===== config.mk =====
export PLATFORM = sky130hd
export DESIGN_NAME = ps2_decoder
export DESIGN_NICKNAME = d
export VERILOG_FILES = /design/src/rtl/ps2_pkg.sv /design/src/rtl/event_fifo.sv /design/src/rtl/ps2_decoder.sv
export SDC_FILE = /design/constraint.sdc
export NUM_CORES = 1
export LEC_CHECK = 0
export CORE_AREA = 2 2 144 90
export DETAILED_ROUTE_END_ITERATION = 16
export DIE_AREA = 0 0 146 92
export GPL_TIMING_DRIVEN = 0
export SYNTH_ARGS = -nofsm -noshare
export SYNTH_HDL_FRONTEND = slang
export SYNTH_HIERARCHICAL = 1
export SYNTH_SLANG_ARGS = --single-unit

===== constraint.sdc =====
create_clock -name clk_in -period 1.6 [get_ports clk_in]
set_input_delay 0.32 -clock clk_in [delete_from_list [all_inputs] [get_ports clk_in]]
set_output_delay 0.32 -clock clk_in [all_outputs]
set_load 0.01 [all_outputs]

===== src/rtl/ps2_pkg.sv =====
// Shared constants, event word layout and parser state encoding for the PS/2 set-2 decoder.
package ps2_pkg;

    localparam logic [7:0] PS2_EXT   = 8'hE0;
    localparam logic [7:0] PS2_BRK   = 8'hF0;
    localparam logic [7:0] PS2_PAUSE = 8'hE1;
    localparam logic [7:0] PS2_BAT   = 8'hAA;
    localparam logic [7:0] PS2_ACK   = 8'hFA;
    localparam logic [7:0] PS2_ECHO  = 8'hEE;
    localparam logic [7:0] PS2_FAIL  = 8'hFC;
    localparam logic [7:0] PS2_OVR0  = 8'h00;
    localparam logic [7:0] PS2_OVR1  = 8'hFF;

    localparam logic [7:0] MOD_LSHIFT = 8'h12;
    localparam logic [7:0] MOD_RSHIFT = 8'h59;
    localparam logic [7:0] MOD_CTRL   = 8'h14;
    localparam logic [7:0] MOD_ALT    = 8'h11;
    localparam logic [7:0] FAKE_SHIFT = 8'h12;
    localparam logic [7:0] PAUSE_CODE = 8'h77;
    localparam logic [2:0] PAUSE_SKIP = 3'd7;

    typedef struct packed {
        logic       brk;
        logic       ext;
        logic [7:0] code;
    } key_event_t;

    typedef enum logic [2:0] {
        ST_IDLE,
        ST_EXT,
        ST_BRK,
        ST_EXTBRK,
        ST_PAUSE
    } ps2_state_e;

    // Keyboard status / housekeeping bytes that carry no key information.
    function automatic logic is_ignored(input logic [7:0] b);
        return (b == PS2_BAT) || (b == PS2_ACK) || (b == PS2_ECHO) ||
               (b == PS2_FAIL) || (b == PS2_OVR0) || (b == PS2_OVR1);
    endfunction

endpackage


===== src/rtl/event_fifo.sv =====
// Generic synchronous valid/ready FIFO; head word reads as zero while empty.
module event_fifo #(
    parameter int WIDTH = 10,
    parameter int DEPTH = 8
) (
    input  logic             clk,
    input  logic             rst_n,
    input  logic             i_push,
    input  logic [WIDTH-1:0] i_data,
    input  logic             i_ready,
    output logic             o_valid,
    output logic [WIDTH-1:0] o_data,
    output logic             o_full
);
    localparam int AW = $clog2(DEPTH);

    logic [WIDTH-1:0] r_mem [DEPTH];
    logic [AW-1:0]    r_wr_ptr, r_rd_ptr;
    logic [AW:0]      r_count;
    logic             w_pop, w_wr;

    assign o_valid = (r_count != '0);
    assign o_full  = (r_count == (AW+1)'(DEPTH));
    assign o_data  = o_valid ? r_mem[r_rd_ptr] : '0;
    assign w_pop   = o_valid && i_ready;
    // A pop in the same cycle frees the slot, so a push while full is still taken.
    assign w_wr    = i_push && (!o_full || w_pop);

    always_ff @(posedge clk) begin
        if (w_wr) r_mem[r_wr_ptr] <= i_data;
    end

    always_ff @(posedge clk or negedge rst_n) begin
        if (!rst_n) begin
            r_wr_ptr <= '0;
            r_rd_ptr <= '0;
            r_count  <= '0;
        end else begin
            if (w_wr)  r_wr_ptr <= r_wr_ptr + AW'(1);
            if (w_pop) r_rd_ptr <= r_rd_ptr + AW'(1);
            case ({w_wr, w_pop})
                2'b10:   r_count <= r_count + (AW+1)'(1);
                2'b01:   r_count <= r_count - (AW+1)'(1);
                default: r_count <= r_count;
            endcase
        end
    end

endmodule


===== src/rtl/ps2_decoder.sv =====
// Turns the raw PS/2 set-2 byte stream into make/break key events, tracks modifier
// levels, and queues events behind a valid/ready FIFO with overflow accounting.
module ps2_decoder
    import ps2_pkg::*;
#(
    parameter int DEPTH = 8
) (
    input  logic       clk_in,
    input  logic       rst_in,
    input  logic       valid_in,
    input  logic [7:0] scancode_in,
    input  logic       error_in,
    output logic       event_valid_out,
    input  logic       event_ready_in,
    output logic [9:0] event_out,
    output logic [2:0] mods_out,
    output logic       overflow_out,
    output logic [7:0] drop_count_out
);
    logic [1:0]  r_rst_sync;
    logic        w_rst_n;
    ps2_state_e  r_state;
    logic [2:0]  r_skip;
    logic [5:0]  r_mod_bits;   // {ralt, lalt, rctrl, lctrl, rshift, lshift}
    logic        w_push, w_full, w_pop, w_drop;
    key_event_t  w_evt;

    // Assert asynchronously, release two clocks later.
    always_ff @(posedge clk_in or negedge rst_in) begin
        if (!rst_in) r_rst_sync <= 2'b00;
        else         r_rst_sync <= {r_rst_sync[0], 1'b1};
    end
    assign w_rst_n = r_rst_sync[1];

    always_comb begin
        w_push = 1'b0;
        w_evt  = '0;
        if (valid_in && !error_in) begin
            case (r_state)
                ST_IDLE: if (scancode_in != PS2_EXT && scancode_in != PS2_BRK &&
                             scancode_in != PS2_PAUSE && !is_ignored(scancode_in)) begin
                    w_push = 1'b1;
                    w_evt  = '{brk: 1'b0, ext: 1'b0, code: scancode_in};
                end
                ST_EXT: if (scancode_in != PS2_BRK && scancode_in != FAKE_SHIFT) begin
                    w_push = 1'b1;
                    w_evt  = '{brk: 1'b0, ext: 1'b1, code: scancode_in};
                end
                ST_BRK: begin
                    w_push = 1'b1;
                    w_evt  = '{brk: 1'b1, ext: 1'b0, code: scancode_in};
                end
                ST_EXTBRK: if (scancode_in != FAKE_SHIFT) begin
                    w_push = 1'b1;
                    w_evt  = '{brk: 1'b1, ext: 1'b1, code: scancode_in};
                end
                ST_PAUSE: if (r_skip == 3'd1) begin
                    w_push = 1'b1;
                    w_evt  = '{brk: 1'b0, ext: 1'b1, code: PAUSE_CODE};
                end
                default: ;
            endcase
        end
    end

    always_ff @(posedge clk_in or negedge w_rst_n) begin
        if (!w_rst_n) begin
            r_state <= ST_IDLE;
            r_skip  <= '0;
        end else if (error_in) begin
            r_state <= ST_IDLE;
            r_skip  <= '0;
        end else if (valid_in) begin
            case (r_state)
                ST_IDLE: begin
                    if (scancode_in == PS2_EXT)        r_state <= ST_EXT;
                    else if (scancode_in == PS2_BRK)   r_state <= ST_BRK;
                    else if (scancode_in == PS2_PAUSE) begin
                        r_state <= ST_PAUSE;
                        r_skip  <= PAUSE_SKIP;
                    end
                end
                ST_EXT:  r_state <= (scancode_in == PS2_BRK) ? ST_EXTBRK : ST_IDLE;
                ST_PAUSE: begin
                    if (r_skip == 3'd1) begin
                        r_state <= ST_IDLE;
                        r_skip  <= '0;
                    end else begin
                        r_skip  <= r_skip - 3'd1;
                    end
                end
                default: r_state <= ST_IDLE;
            endcase
        end
    end

    always_ff @(posedge clk_in or negedge w_rst_n) begin
        if (!w_rst_n) begin
            r_mod_bits <= '0;
        end else if (w_push) begin
            case ({w_evt.ext, w_evt.code})
                {1'b0, MOD_LSHIFT}: r_mod_bits[0] <= !w_evt.brk;
                {1'b0, MOD_RSHIFT}: r_mod_bits[1] <= !w_evt.brk;
                {1'b0, MOD_CTRL}:   r_mod_bits[2] <= !w_evt.brk;
                {1'b1, MOD_CTRL}:   r_mod_bits[3] <= !w_evt.brk;
                {1'b0, MOD_ALT}:    r_mod_bits[4] <= !w_evt.brk;
                {1'b1, MOD_ALT}:    r_mod_bits[5] <= !w_evt.brk;
                default: ;
            endcase
        end
    end

    assign mods_out = {r_mod_bits[5] | r_mod_bits[4],
                       r_mod_bits[3] | r_mod_bits[2],
                       r_mod_bits[1] | r_mod_bits[0]};

    assign w_pop  = event_valid_out && event_ready_in;
    assign w_drop = w_push && w_full && !w_pop;

    always_ff @(posedge clk_in or negedge w_rst_n) begin
        if (!w_rst_n) begin
            overflow_out   <= 1'b0;
            drop_count_out <= '0;
        end else if (w_drop) begin
            overflow_out <= 1'b1;
            if (drop_count_out != 8'hFF) drop_count_out <= drop_count_out + 8'd1;
        end
    end

    event_fifo #(
        .WIDTH (10),
        .DEPTH (DEPTH)
    ) u_fifo (
        .clk     (clk_in),
        .rst_n   (w_rst_n),
        .i_push  (w_push),
        .i_data  (w_evt),
        .i_ready (event_ready_in),
        .o_valid (event_valid_out),
        .o_data  (event_out),
        .o_full  (w_full)
    );

endmodule


# --- Yosys cells after proc, flatten, opt, wreduce, memory -nomap -nowiden ---
# Memories as Yosys holds them, arrays and structs flattened.
# Index checks and enable logic that the tools add are counted.
word_totals:
  romBits: 0
  latchBits: 0
  memories: 1
  ram_bits: 80
  register_bits: 33
  in_bits: 13
op_classes:
  shifts: 0
  mul: 0
  reduce_logical: 35
  n_lt_le_gt_ge: 0
  eq_ne: 32
  mux: 31
  add_sub_neg: 6
  n_bitwise: 3
  div: 0
mem_list:
  columns: ["name", "words", "word_bits", "rd", "rd_clocked_by_memory_dff", "write_ports", "line", "text"]
  rows:
  - ["u_fifo.r_mem", 8, 10, 1, 0, 1, "event_fifo.sv:17", "logic [WIDTH-1:0] r_mem [DEPTH];"]
op_table:
  columns: ["operator", "count"]
  rows:
  - ["8-bit equality test (second input constant)", 8]
  - ["10-bit case mux with 5 select lines", 1]
  - ["3-bit two-way mux", 12]
  - ["8-bit != test (second input constant)", 4]
  - ["10-bit two-way mux", 3]
  - ["9-bit by 5-bit equality test with 1-bit output (second input constant)", 3]
  - ["9-bit equality test (second input constant)", 2]
  - ["9-bit two-way mux", 2]
  - ["2-bit AND reduction", 7]
  - ["3-bit != test (second input constant)", 4]
  - ["9-bit by 7-bit equality test with 1-bit output (second input constant)", 1]
  - ["1-bit logical AND", 9]
  - ["3-bit case mux with 3 select lines", 1]
  - ["8-bit by 1-bit adder with 8-bit output (second input constant)", 1]
  - ["8-bit logical NOT", 1]
  - ["8-bit two-way mux", 1]
  - ["8-bit by 5-bit != test with 1-bit output (second input constant)", 1]
  - ["4-bit case mux with 2 select lines", 1]
  - ["1-bit two-way mux", 7]
  - ["3-bit by 1-bit adder with 3-bit output (second input constant)", 2]
  - ["3-bit by 1-bit equality test with 1-bit output (second input constant)", 2]
  - ["3-bit by 2-bit equality test with 1-bit output (second input constant)", 2]
  - ["1-bit logical OR", 6]
  - ["3-bit case mux with 2 select lines", 1]
  - ["18 further kinds", 25]

# --- Longest topological paths before layout ---
depth:
  depth_word: 14
  depth_mapped: 18
  depth_no_buf: 15

# --- Cells and area by module ---
# The synthesis kept the hierarchy.
by_module_without_submodules:
  columns: ["module", "cells_each", "n_inst", "area_per_inst_um2", "seq_area_each_um2"]
  rows:
  - ["event_fifo", 206, 1, 3788.6, 2652.5]
  - ["ps2_decoder", 176, 1, 1542.7, 575.6]

# --- Worst setup path before layout ---
# No wires, ideal clock.
synth_path:
  path_type: "input port to flip-flop"
  startpoint: "input scancode_in[6]"
  endpoint: "register u_fifo.r_count[2]"
  path_buffers: 3
  path_stages: 15
  path_slack_ns: -1.922
  t_arrival_ns: 3.404
  cell_sequence: "clkbuf_1 nor4_1 a21boi_0 a311o_1 a21o_1 and2_1 buf_2 buf_2 inv_1 nand3_2 fa_1 xnor2_1 a22oi_1 o22ai_1 a21o_1"
synth_via:
  elab_chain_cells: 14
  elab_cells_between_ends: 30
synth_lines:
  columns: ["item", "line", "text"]
  rows:
  - ["start: declaration", "ps2_decoder.sv:11", "input logic [7:0] scancode_in,"]
  - ["8-bit equality test", "ps2_pkg.sv:38", "return (b == PS2_BAT) || (b == PS2_ACK) || (b == PS2_ECHO) ||"]
  - ["1-bit logical OR (3 in series)", "ps2_pkg.sv:38", null]
  - ["1-bit logical OR (2 in series)", "ps2_pkg.sv:39", "(b == PS2_FAIL) || (b == PS2_OVR0) || (b == PS2_OVR1);"]
  - ["1-bit logical NOT", "ps2_decoder.sv:41", "scancode_in != PS2_PAUSE && !is_ignored(scancode_in)) begin"]
  - ["1-bit logical AND", "ps2_decoder.sv:41", null]
  - ["1-bit two-way mux", "ps2_decoder.sv:40", "ST_IDLE: if (scancode_in != PS2_EXT && scancode_in != PS2_BRK &&"]
  - ["1-bit case mux with 5 select lines *", "ps2_decoder.sv:39", "case (r_state)"]
  - ["1-bit two-way mux *", "ps2_decoder.sv:38", "if (valid_in && !error_in) begin"]
  - ["net w_push", "ps2_decoder.sv:25", "logic w_push, w_full, w_pop, w_drop;"]
  - ["1-bit logical AND *", "event_fifo.sv:27", "assign w_wr = i_push && (!o_full || w_pop);"]
  - ["2-bit by 1-bit equality test with 1-bit output or 2-bit equality test (tied branches)", "event_fifo.sv:41", "case ({w_wr, w_pop})"]
  - ["4-bit case mux with 2 select lines or 2-bit nonzero test (tied branches)", null, null]
  - ["end signal: assignment", "event_fifo.sv:42", "2'b10: r_count <= r_count + (AW+1)'(1);"]
  - ["end signal: assignment", "event_fifo.sv:43", "2'b01: r_count <= r_count - (AW+1)'(1);"]
  - ["end signal: assignment", "event_fifo.sv:44", "default: r_count <= r_count;"]
  - ["end: declaration", "event_fifo.sv:19", "logic [AW:0] r_count;"]
# Mark *: on every way through the listed nets, which the timed path passes. The rest lies on a longest branch.
# A chain may end at the register's enable or synchronous reset.

# --- Worst setup path after layout ---
layout_path:
  startpoint: "register r_skip[0]"
  endpoint: "register u_fifo.r_count[2]"
layout_via:
  elab_chain_cells: 7
  elab_cells_between_ends: 9
layout_lines:
  columns: ["item", "line", "text"]
  rows:
  - ["start: declaration", "ps2_decoder.sv:23", "logic [2:0] r_skip;"]
  - ["start signal: assignment", "ps2_decoder.sv:89", "r_skip <= r_skip - 3'd1;"]
  - ["3-bit by 1-bit equality test with 1-bit output *", "ps2_decoder.sv:57", "ST_PAUSE: if (r_skip == 3'd1) begin"]
  - ["1-bit two-way mux *", "ps2_decoder.sv:57", null]
  - ["1-bit case mux with 5 select lines *", "ps2_decoder.sv:39", null]
  - ["1-bit two-way mux *", "ps2_decoder.sv:38", null]
  - ["1-bit logical AND *", "event_fifo.sv:27", null]
  - ["2-bit by 1-bit equality test with 1-bit output or 2-bit equality test (tied branches)", "event_fifo.sv:41", null]
  - ["4-bit case mux with 2 select lines or 2-bit nonzero test (tied branches)", null, null]
# Mark *: on every way between the ends. The rest lies on a longest branch, timed or not.

==> flow_summary.ini <==
[synthesis]
ys_top_cells_by_area = edfxtp_1 45%, dfrtp_1 15%, mux4_2 8.4%, nor2_1 2.5%, mux2i_1 2.3%
ys_warn_count = 6
syn_area_per_cell_um2 = 14.0
synth_cell_type_count = 70
async_reset_ff_frac = 0.292
synth-main-ff-cell = edfxtp_1
synth-edff-count = 80
syn_nets = 403
syn-cell-area_um2 = 5330
yosysTopAreaCellShare = 0.451
ys_seq_area_frac = 0.605
yosys.area.top_type = edfxtp_1
syn_inst = 382
synth.ff_latch_count = 113

[timing]
worst_hold_slack_ps = 73.1
drv_slew = 0
fmax_mhz = 339
fin_crit_ps = 2950
maxSlewHeadroom = 0.495
setup_viol = 189
worst_slack_ps = -1350
hold_violations = 0
fin_crit_sh = 1.84
worst_slew_pin_slew_ps = 757
worst_clock_skew_ps = 10.4
rsz0062_at_grt = yes

[pwr]
powerDensity_nw_per_um2 = 1500
p_leak_nw = 3.23
vdd_drop_max_v = 0.000781
total_power_w = 0.0119

[layout]
n_antenna_cell = 0
area_delta_synth_final_pct = 49.3
final_cells = 701
nets = 539
finish.instance_area_um2 = 7960
final_common_cell = edfxtp_1
layout_common_cells = 80 x edfxtp_1, 49 x buf_4, 34 x buf_6
drive_gt1_frac = 0.525

[critical_path]
crit_slowest_cell = dfrtp_1
endpoint_kind = register
required_ps = 1890
r2r_start = r_skip[0]$_DFFE_PN0P_
path_common_cell = a21o_1
r2r_setup_slack_ps = -1350
path_max_fanout = 3
crit_buf_inv = 2
timing.rr.end = u_fifo/r_count[2]$_DFFE_PN0P_
worstSetupPathType = register to register
arrival_ps = 3240
max_stage_delay_ps = 400
start_kind = register
reg2reg_depth = 14
path_cells = ha_4 -> nor2b_4 -> and3_4 -> a311o_1 -> a21o_1 -> and2_4 -> buf_8 -> inv_8 -> nand3_4 -> fa_2 -> xnor2_2 -> a31oi_1 -> o22ai_1 -> a21o_1
path_delay_family = compound AO/OA/AOI/OAI gates

[place]
portBuffers = 33
place_area_um2 = 6020
dp_slack_ps = -2560
hpwl_um = 7810
placed_cells = 585
gp_congestion = 0.829

[cts]
cts_made_buffers = 17
clk_latency_ps = 410
cts-hold-fix-buffers = 0
clk_pin_slew_ps = 60
htree_levels = 4
cts.sinks = 113
tritoncts = done
clockBufferDepth = 2
root_buffer = clkbuf_16

[job]
maxCapViolations = 0

[grt]
grt_overflow = 0
grt_pass1_wl_um = 20800
grt_use_total = 0.209
first_global_vias = 3723
antenna_found_initial = 0
grt_start_max_net_pins = 32

[floorplan]
core.rowCount = 32
num_io_pins = 36
die_w_um = 146
core_um2 = 12300
die_y_um = 92
initial_utilization = 0.432
die_area_um2 = 13400

[route]
drc = 0
ant_nets = 0
firstDrtPassIters = 5
routed_wl_um = 13800
wire_per_inst_um = 19.7
viasPerCell = 5.53
drt_iter0_markers = 213
vias = 3875

[run_status]
status = finished, violations left
violations = setup timing

[min_path]
hp-class = primary input to asynchronous set/reset pin
[routing by layer]
metal,share of wire,up-vias,track usage
met1,0.47,2034,0.310
met5,0,-,0
met3,0.046,8,0.0443
met4,0.0062,0,0.0558
met2,0.47,90,0.314
li1,-,1743,-
[cell usage after synthesis, types with 3 or more instances]
cell / instances
clkbuf_1: 11
nand2b_1: 8
mux4_2: 20
inv_1: 11
and3_1: 5
or2_2: 4
buf_2: 3
dfrtp_1: 33
edfxtp_1: 80
mux2_2: 5
nor4_1: 3
or3_1: 3
nor2_1: 36
o21ai_0: 10
nand2_1: 19
ha_1: 7
mux2i_1: 12
buf_6: 3
o2111ai_1: 3
xnor2_1: 6
a31oi_1: 5
nand3b_1: 3
mux2_1: 3
nand3_1: 12
a21o_1: 3
nor3_1: 8
xor2_1: 8
a21oi_1: 9
[cell type report]
| type | count | area [um^2] |
|---|---|---|
| Fill cell | 927 | 4370 |
| Sequential cell | 113 | 3240 |
| Multi-Input combinational cell | 238 | 2530 |
| Timing Repair Buffer | 122 | 1190 |
| Clock buffer | 17 | 425 |
| Tap cell | 170 | 213 |
| Clock inverter | 15 | 160 |
| Buffer | 13 | 128 |
| Inverter | 13 | 63.8 |
[power breakdown]
| group | total [W] | internal, W | switching, W |
|---|---|---|---|
| combinational | 0.00443 | 0.00239 | 0.00203 |
| sequential | 0.00378 | 0.00345 | 0.000330 |
| clock | 0.00372 | 0.00231 | 0.00141 |
| total | 0.0119 | 0.00815 | 0.00377 |
[state kept, by name, indices dropped and copies added, names as in the netlist]
name,flops
r_skip,3
u_fifo/r_count,4
r_rst_sync,2
r_mod_bits,6
r_state,3
overflow_out,1
u_fifo/r_rd_ptr,3
u_fifo/r_wr_ptr,3
drop_count_out,8
u_fifo/r_mem,80
[worst max path at each step]
stage,endpoint,slack [ps],depth (start not counted),startpoint
floorplan,u_fifo/r_count[2]$_DFFE_PN0P_,-1710,14,scancode_in[3]
global placement,u_fifo/r_count[2]$_DFFE_PN0P_,-2520,15,scancode_in[3]
detailed placement,u_fifo/r_count[2]$_DFFE_PN0P_,-2560,15,scancode_in[2]
CTS,u_fifo/r_count[2]$_DFFE_PN0P_,-1270,14,r_skip[0]$_DFFE_PN0P_
global route,u_fifo/r_count[2]$_DFFE_PN0P_,-1460,15,r_skip[1]$_DFFE_PN0P_
finish,u_fifo/r_count[2]$_DFFE_PN0P_,-1350,14,r_skip[0]$_DFFE_PN0P_
[cells by family (layout without fill, tap and decap cells)]
| logic type | Yosys count | count (layout) | share of synthesized area |
|---|---|---|---|
| other | 1 | 1 | 0.000703 |
| AOI/OAI and AO/OA | 55 | 55 | 0.0760 |
| buffers and inverters | 31 | 180 | 0.0268 |
| and+or+nand+nor | 120 | 120 | 0.124 |
| xor gates and xnor gates | 14 | 14 | 0.0230 |
| muxes | 40 | 40 | 0.124 |
| adders and majority gates | 8 | 8 | 0.0202 |
| DFF | 113 | 113 | 0.605 |
[metrics by stage]
stage          utilization  setup TNS, ps
3_3_place_gp         0.488        -327310
6_report             0.645        -146640
3_5_place_dp         0.488        -331640
5_1_grt              0.645        -165760
2_1_floorplan            -        -163570
4_1_cts              0.597        -136460
[worst reg2reg max path, stage by stage, from the launching register on]
cell     delay (ps)
dfrtp_1         400
ha_4            170
nor2b_4         120
and3_4          180
a311o_1         290
a21o_1          200
and2_4          160
buf_8           120
inv_8            50
nand3_4          90
fa_2            400
xnor2_2         170
a31oi_1         220
o22ai_1         100
a21o_1          170
[timing repair]
action                                  CTS  global route
endpoints found under the setup margin  212           212
pin swaps                                31            34
gates cloned                              3             0
hold endpoints to repair                  0             0
gates resized for setup                 150           121
buffers inserted                         49            45
Note: power is estimated with default switching activity, not from simulation.
